==> src/rtl/music_sequencer_pkg.sv <==
// rtl/music_sequencer_pkg.sv - shared length codes, rest note and FSM encoding for the music sequencer
package music_sequencer_pkg;

    localparam logic [3:0] LEN_NONE       = 4'd0;
    localparam logic [3:0] LEN_WHOLE      = 4'd1;
    localparam logic [3:0] LEN_HALF       = 4'd2;
    localparam logic [3:0] LEN_QUARTER    = 4'd3;
    localparam logic [3:0] LEN_EIGHTH     = 4'd4;
    localparam logic [3:0] LEN_DOTHALF    = 4'd5;
    localparam logic [3:0] LEN_DOTQUARTER = 4'd6;
    localparam logic [3:0] LEN_DOTEIGHTH  = 4'd7;

    localparam int NOTE_REST = 0;

    typedef enum logic [2:0] {
        ST_IDLE  = 3'd0,
        ST_FETCH = 3'd1,
        ST_LOAD  = 3'd2,
        ST_PLAY  = 3'd3,
        ST_DONE  = 3'd4
    } seq_state_t;

    // Codes above DOTEIGHTH are not playable and terminate the song like NONE.
    function automatic logic is_end_marker(input logic [3:0] len);
        return (len == LEN_NONE) || (len > LEN_DOTEIGHTH);
    endfunction

endpackage

==> src/rtl/music_sequencer.sv <==
// rtl/music_sequencer.sv - song ROM walker driving an external note timer and tone generator
module music_sequencer
    import music_sequencer_pkg::*;
#(
    parameter int ADDR_W = 6,
    parameter int NOTE_W = 6
) (
    input  logic              clk,
    input  logic              rst_n,
    input  logic              play,
    input  logic              stop,
    input  logic              loop_en,
    output logic [ADDR_W-1:0] rom_addr,
    input  logic [NOTE_W+3:0] rom_data,
    input  logic              note_change,
    output logic [3:0]        timer_length,
    output logic [NOTE_W-1:0] note,
    output logic              playing,
    output logic              song_done
);

    seq_state_t        state_q, state_d;
    logic [ADDR_W-1:0] ptr_q, ptr_d;
    logic [NOTE_W-1:0] cap_note_q, cap_note_d;
    logic [3:0]        len_q, len_d;
    logic [NOTE_W-1:0] note_q, note_d;
    logic [3:0]        timer_length_q, timer_length_d;
    logic              playing_q, playing_d;
    logic              song_done_q, song_done_d;
    logic              end_of_song;

    always_comb begin
        state_d     = state_q;
        ptr_d       = ptr_q;
        cap_note_d  = cap_note_q;
        len_d       = len_q;
        end_of_song = 1'b0;

        case (state_q)
            ST_IDLE: begin
                if (play) begin
                    state_d = ST_FETCH;
                    ptr_d   = '0;
                end
            end
            ST_FETCH: state_d = ST_LOAD;
            ST_LOAD: begin
                cap_note_d = rom_data[NOTE_W+3:4];
                len_d      = rom_data[3:0];
                if (is_end_marker(rom_data[3:0])) begin
                    end_of_song = 1'b1;
                end else begin
                    state_d = ST_PLAY;
                end
            end
            ST_PLAY: begin
                if (note_change) begin
                    if (ptr_q == '1) begin
                        end_of_song = 1'b1;
                    end else begin
                        ptr_d   = ptr_q + ADDR_W'(1);
                        state_d = ST_FETCH;
                    end
                end
            end
            ST_DONE: state_d = ST_IDLE;
            default: state_d = ST_IDLE;
        endcase

        if (end_of_song) begin
            if (loop_en) begin
                ptr_d   = '0;
                state_d = ST_FETCH;
            end else begin
                state_d = ST_DONE;
            end
        end

        // Abort leaves the pointer where it was so nothing advances on the same edge.
        if (stop) begin
            state_d = ST_IDLE;
            ptr_d   = ptr_q;
        end

        // Outputs are computed for the state being entered so they line up with it.
        timer_length_d = (state_d == ST_PLAY) ? len_d : LEN_NONE;
        case (state_d)
            ST_PLAY:           note_d = cap_note_d;
            ST_FETCH, ST_LOAD: note_d = note_q;
            default:           note_d = NOTE_W'(NOTE_REST);
        endcase
        playing_d   = (state_d == ST_FETCH) || (state_d == ST_LOAD) || (state_d == ST_PLAY);
        song_done_d = (state_d == ST_DONE);
    end

    always_ff @(posedge clk or negedge rst_n) begin
        if (!rst_n) begin
            state_q        <= ST_IDLE;
            ptr_q          <= '0;
            cap_note_q     <= '0;
            len_q          <= LEN_NONE;
            note_q         <= '0;
            timer_length_q <= LEN_NONE;
            playing_q      <= 1'b0;
            song_done_q    <= 1'b0;
        end else begin
            state_q        <= state_d;
            ptr_q          <= ptr_d;
            cap_note_q     <= cap_note_d;
            len_q          <= len_d;
            note_q         <= note_d;
            timer_length_q <= timer_length_d;
            playing_q      <= playing_d;
            song_done_q    <= song_done_d;
        end
    end

    assign rom_addr     = ptr_q;
    assign timer_length = timer_length_q;
    assign note         = note_q;
    assign playing      = playing_q;
    assign song_done    = song_done_q;

endmodule
==> config.mk <==
export PLATFORM = sky130hd
export DESIGN_NAME = music_sequencer
export DESIGN_NICKNAME = d
export VERILOG_FILES = /design/src/rtl/music_sequencer_pkg.sv /design/src/rtl/music_sequencer.sv
export SDC_FILE = /design/constraint.sdc
export NUM_CORES = 1
export LEC_CHECK = 0
export ABC_AREA = 1
export BUFFER_PORTS_ARGS = -buffer_cell sky130_fd_sc_hd__buf_2
export CAP_MARGIN = 20
export CORE_MARGIN = 2
export CORE_UTILIZATION = 52
export CTS_CLUSTER_SIZE = 24
export DETAILED_ROUTE_END_ITERATION = 10
export PLACE_DENSITY = 0.77
export SYNTH_ARGS = -nofsm -noshare
export SYNTH_HDL_FRONTEND = slang
export SYNTH_SLANG_ARGS = --single-unit
==> constraint.sdc <==
create_clock -name clk -period 1.7 [get_ports clk]
set_input_delay 0.255 -clock clk [delete_from_list [all_inputs] [get_ports clk]]
set_output_delay 0.255 -clock clk [all_outputs]
set_load 0.02 [all_outputs]
Word-level counts from Yosys, hierarchy flattened
Index checks and enable logic that the tools add are counted.
{"block": "classes", "add_sub_neg": 1, "multipliers": 0, "n_div": 0, "magnitude_cmp": 1, "eq_ne": 8, "shift": 0, "n_mux": 22, "bitwise": 0, "reduce_logical": 6}
{"cell": "6-bit 2-to-1 mux", "n": 6}
{"cell": "6-bit case mux with 2 select lines", "n": 2}
{"cell": "3-bit 2-to-1 mux", "n": 7}
{"cell": "3-bit by 2-bit equality test with 1-bit output (second input constant)", "n": 4}
{"cell": "3-bit case mux with 4 select lines", "n": 1}
{"cell": "4-bit 2-to-1 mux", "n": 2}
{"cell": "6-bit by 1-bit adder with 6-bit output (second input constant)", "n": 1}
{"cell": "3-bit by 1-bit equality test with 1-bit output (second input constant)", "n": 2}
{"cell": "6-bit equality test (second input constant)", "n": 1}
{"cell": "4-bit by 3-bit > comparator with 1-bit output (second input constant)", "n": 1}
{"cell": "4-bit zero test", "n": 1}
{"cell": "3-bit equality test (second input constant)", "n": 1}
{"cell": "3-bit zero test", "n": 1}
{"cell": "1-bit logical OR", "n": 3}
{"cell": "1-bit 2-to-1 mux", "n": 3}
{"cell": "1-bit case mux with 2 select lines", "n": 1}
{"cell": "2-bit OR reduction", "n": 1}
{"block": "totals", "reg_bits": 31, "latchBits": 0, "ram_bits": 0, "romBits": 0, "elab_cells": 46, "mem_count": 0}

Longest topological paths before layout
{"block": "depth", "depth_word": 9, "depth_mapped": 12}

Worst setup path before layout
OpenSTA, ideal clock, no wires.
{"block": "synth_path", "path_type": "register -> register", "from": "register ptr_q[1], in the netlist rom_addr[1]", "to": "register note_q[0], in the netlist note[0]", "setup_ns": 0.117, "arrival_time_ns": 1.578, "t_required_ns": 1.583, "setup_slack_ns": 0.005, "path_stages_with_launch": 13, "n_path_buf": 0, "synth_period_minus_slack_ns": 1.695, "cell_sequence": "dfrtp_1 > ha_1 > nand2_2 > nor2_2 > nand3_2 > nand2_2 > inv_2 > nand2_2 > nand3_4 > nand2_1 > nand2_2 > nand2_1 > nand2_1"}
{"block": "synth_between", "elab_chain_cells": 9, "word_cells_on_any_way": 14}
{"item": "from (decl)", "line": "music_sequencer.sv:23", "source": "logic [ADDR_W-1:0] ptr_q, ptr_d;"}
{"item": "from (signal assigned)", "line": "music_sequencer.sv:108", "source": "ptr_q <= ptr_d;"}
{"item": "6-bit equality test *", "line": "music_sequencer.sv:58", "source": "if (ptr_q == '1) begin"}
{"item": "3-bit 2-to-1 mux or 1-bit 2-to-1 mux (tied branches)", "line": "music_sequencer.sv:58"}
{"item": "3-bit 2-to-1 mux or 1-bit 2-to-1 mux (tied branches)", "line": "music_sequencer.sv:57", "source": "if (note_change) begin"}
{"item": "3-bit case mux with 4 select lines or 1-bit case mux with 2 select lines (tied branches)", "line": "music_sequencer.sv:39", "source": "case (state_q)"}
{"item": "3-bit 2-to-1 mux *", "line": "music_sequencer.sv:70", "source": "if (end_of_song) begin"}
{"item": "3-bit 2-to-1 mux *", "line": "music_sequencer.sv:80", "source": "if (stop) begin"}
{"item": "3-bit by 1-bit equality test with 1-bit output or 3-bit by 2-bit equality test with 1-bit output (tied branches)", "line": "music_sequencer.sv:87", "source": "case (state_d)"}
{"item": "2-bit OR reduction", "line": "music_sequencer.sv:87"}
{"item": "6-bit case mux with 2 select lines", "line": "music_sequencer.sv:87"}
{"item": "to (signal assigned)", "line": "music_sequencer.sv:111", "source": "note_q <= note_d;"}
{"item": "to (decl)", "line": "music_sequencer.sv:26", "source": "logic [NOTE_W-1:0] note_q, note_d;"}
Mark *: on every way between the ends. The rest lies on a longest branch, timed or not.
A chain may end at the register's enable or synchronous reset.

Worst setup path after layout
{"block": "layout_path", "from": "register ptr_q[0], in the netlist rom_addr[0]", "to": "register timer_length_q[0], in the netlist timer_length[0]"}
{"block": "layout_between", "elab_chain_cells": 8, "word_cells_on_any_way": 11}
{"item": "6-bit equality test *", "line": "music_sequencer.sv:58"}
{"item": "3-bit 2-to-1 mux or 1-bit 2-to-1 mux (tied branches)", "line": "music_sequencer.sv:58"}
{"item": "3-bit 2-to-1 mux or 1-bit 2-to-1 mux (tied branches)", "line": "music_sequencer.sv:57"}
{"item": "3-bit case mux with 4 select lines or 1-bit case mux with 2 select lines (tied branches)", "line": "music_sequencer.sv:39"}
{"item": "3-bit 2-to-1 mux *", "line": "music_sequencer.sv:70"}
{"item": "3-bit 2-to-1 mux *", "line": "music_sequencer.sv:80"}
{"item": "via state_d[1]", "line": "music_sequencer.sv:22", "source": "seq_state_t state_q, state_d;"}
{"item": "3-bit by 2-bit equality test with 1-bit output *", "line": "music_sequencer.sv:86", "source": "timer_length_d = (state_d == ST_PLAY) ? len_d : LEN_NONE;"}
{"item": "4-bit 2-to-1 mux *", "line": "music_sequencer.sv:86"}
{"item": "via timer_length_d[0]", "line": "music_sequencer.sv:27", "source": "logic [3:0] timer_length_q, timer_length_d;"}
{"item": "to (signal assigned)", "line": "music_sequencer.sv:112", "source": "timer_length_q <= timer_length_d;"}
{"item": "to (decl)", "line": "music_sequencer.sv:27"}
The timed path passes the listed nets; every way through them passes the cells marked *.

==> summary.md <==
| Metric | Value |
|---|---|
| Fin. Hold Viols | `0` |
| Setup WS post-layout | `between 60 and 70 ps` |
| Register area share after synthesis | `between 50% and 60%` |
| YS warnings | `0` |
| Pleak | `~1.0 nW` |
| Post-synthesis simple-gate area fraction | `a little over a third` |
| CP top delay family | `simple AND/OR/NAND/NOR gates` |
| Global-route wire length before repair | `slightly below 5000 µm` |
| Initial antenna violation count | `0` |
| CP bufs+invs | `2` |
| Total Nets Final | `~250` |
| Unrepaired setup endpoints after global routing | `yes` |
| Initial drt markers | `41` |
| Synth Area in Adders | `less than 1%` |
| Worst Path Required | `between 1500 and 2000 ps` |
| Sink Count | `31` |
| Number of global-route vias before repair | `~1,200` |
| Largest net degree at the start of global routing | `32` |
| Drt total wl | `3100 µm` |
| Cell Area, Synth | `1480 µm²` |
| RR Endpoint | `timer_length[0]` |
| Gate Count Post-Synth | `182` |
| Placement Setup Slack | `80.3 ps` |
| Post-Synth XOR/XNOR Area | `less than 1%` |
| Slew Limit Fails | `0` |
| R2r worst-path depth | `11` |
| WS Path Type | `register to register` |
| Vias per cell | `roughly 5` |
| Worst Skew | `9.48 ps` |
| Worst Max-Slew Pin Slew | `roughly 670 ps` |
| Total GRT Usage | `about a fifth` |
| Post-Syn Nets | `about 200` |
| Crit path max fanout | `7` |
| Worst setup EP type | `register` |
| GP Congestion | `about 1` |
| Port Buffers | `33` |
| Avg Cell Area, Syn | `between 8 and 9 µm²` |
| # fillers | `just over 200` |
| Clock Latency Late Sink | `between 300 and 400 ps` |
| FF+latch count, synth | `31` |
| Initial Utilization | `between 50 and 60%` |
| Final antenna-violating net count | `0` |
| Die area | `roughly 3300 µm²` |
| DP Cell Count | `249` |
| Hold path start | `rom_data[8]` |
| ANT cells | `0` |
| CTS Buf Count | `5` |
| Final instance count without filler cells | `approximately 260` |
| Post-route DRC | `0` |
| H-tree depth | `2` |
| Setup-failing EPs final | `0` |
| Clk slew on worst S/H paths | `~90 ps` |
| Core Region | `around 2700 µm²` |
| Hold/Removal Path Class | `input port to register` |
| Synth unique cells | `22` |
| CTS tree | `done` |
| Reg2Reg Setup Slack | `60 ps` |
| RR Startpoint | `rom_addr[0]` |
| Cell Chain, Critical Path | `ha_2, nand2_2, nor2_1, nand2_1, nand4_1, nand2_2, nor2_4, inv_4, nor2_8, inv_4, nor2_2` |
| Min Tclk post-route | `between 1500 and 2000 ps` |
| Min-Delay Endpoint | `cap_note_q[4]` |
| Die W | `57.3 µm` |
| Main combinational cell family by area after synthesis | `simple AND/OR/NAND/NOR gates` |
| Multi-input gate area | `~670 µm²` |
| Mux contribution to synthesized area | `0%` |
| Detailed-placement wirelength estimate | `2200 µm` |
| Max-cap violations | `0` |
| Setup crit start kind | `register` |
| Die H | `roughly 57 µm` |
| Synth Area in Compound Gates | `between 5 and 6%` |
| DR vias | `between 1,000 and 1,500` |
| Top-Level Pins | `34` |
| Hold Worst Slack | `151 ps` |
| Pwr/cell area | `1030 nW/µm²` |
| Layout area overhead | `27.7%` |
| Routed len/inst | `approximately 12 µm` |
| Drt first pass iters | `4` |
| Slowest cell on the critical path | `dfrtp_1` |
| FMAX | `611 MHz` |
| Row cnt | `19` |
| CTS max path bufs | `2` |
| Ratio of cells with drive above 1 in the final layout | `37.2%` |
| Register area | `just under 800 µm²` |
| Final worst path period share | `a little over nine tenths` |
| Outcome | `completed` |
| Arrival time at the worst endpoint | `roughly 1900 ps` |
| Relative slew slack | `about 56%` |
| Worst Hold Depth | `3` |
| Critical path's largest stage delay | `370 ps` |
| Root Buffer | `clkbuf_4` |
| Total power | `approximately 1.9 mW` |
| Peak VDD IR | `around 0.78 mV` |
| Gr ovfl total | `0` |
sequential cells by signal, indices dropped and copies added, names as in the netlist:
signal,cells
timer_length,4
note,6
state_q,3
len_q,4
rom_addr,6
song_done,1
cap_note_q,6
playing,1
where the power goes:
group | switching [mW] | total [mW] | internal, mW
Clock | 0.234 | 0.477 | 0.243
Combinational | 0.339 | 0.529 | 0.190
Sequential | 0.0506 | 0.934 | 0.884
Total | 0.623 | 1.94 | 1.32
logic make-up (layout without fill, tap and decap cells):
kind of cell | Yosys count | count (layout)
adders and majority gates | 1 | 1
DFF | 31 | 31
AOI/OAI and AO/OA | 15 | 15
buffers and inverters | 23 | 72
xor gates and xnor gates | 1 | 1
and+or+nand+nor | 111 | 111
metal layers:
metal | wire length (µm) | global-route usage, % | up-vias
li1 | - | - | 657
met1 | 1360 | 24.1 | 618
met2 | 1530 | 31.0 | 29
met3 | 116 | 5.67 | 8
met4 | 81 | 12.3 | 0
met5 | 0 | 0 | -
layout by cell type (no fill, tap or decap), types with 2 or more instances in the layout:
master	instances
nor2_1	12
nor2_2	5
clkbuf_4	5
nand2_1	58
nand2_2	14
clkbuf_8	2
or2_2	4
dfrtp_1	30
buf_2	33
nand3_2	3
buf_4	9
nand3_1	6
o21ai_0	12
inv_1	18
nor2_4	3
inv_4	2
synthesized netlist by cell type:
cell type	n	area (µm²)
a21oi_1	1	5.00
clkbuf_1	2	7.51
dfrtp_1	31	776
ha_1	1	12.5
inv_1	18	67.6
inv_2	3	11.3
nand2_1	68	255
nand2_2	5	31.3
nand3_1	8	40.0
nand3_2	1	10.0
nand3_4	1	17.5
nand3b_1	1	7.51
nand4_1	1	6.26
nor2_1	13	48.8
nor2_2	7	43.8
nor2_8	1	20.0
nor3b_1	1	7.51
o21ai_0	12	60.1
o22ai_1	1	6.26
o31ai_1	1	7.51
or2_2	4	25.0
xnor2_1	1	8.76
repair_timing:
item / 4_1_cts / 5_1_grt
hold endpoints to repair: 31 / 0
setup endpoints to repair: 0 / 11
gates resized for setup: 0 / 21
buffers inserted: 0 / 4
hold buffers: 1 / 0
how the worst max path moves through the flow:
stage | start | endpoint | depth (start not counted)
floorplan | rom_addr[1] | note[0] | 12
global placement | rom_addr[0] | note[1] | 12
detailed placement | rom_addr[1] | note[1] | 12
CTS | rom_addr[1] | note[1] | 12
global route | rom_addr[0] | timer_length[0] | 11
finish | rom_addr[0] | timer_length[0] | 11
metrics by stage:
stage / util [%] / TNS [ps] / area [µm²]
finish: 68.9 / 0 / 1880
global route: 68.9 / -100 / 1880
CTS: 65.4 / 0 / 1790
detailed placement: 62.5 / 0 / 1710
global placement: 62.5 / 0 / 1710
floorplan: - / 0 / 1480
worst reg2reg max path, stage by stage (launching register included):
cell and delay [ps]:
dfrtp_1 370, ha_2 200, nand2_2 70, nor2_1 90, nand2_1 110, nand4_1 120
nand2_2 70, nor2_4 130, inv_4 60, nor2_8 180, inv_4 70, nor2_2 100
area by class of cell:
class	count	area share [%]
Inverter	21	4.45
Multi-Input combinational cell	128	35.7
Timing Repair Buffer	43	12.9
Tap cell	31	2.06
Clock buffer	8	3.65
Sequential cell	31	41.2
Power figures use the tool's default switching activity.
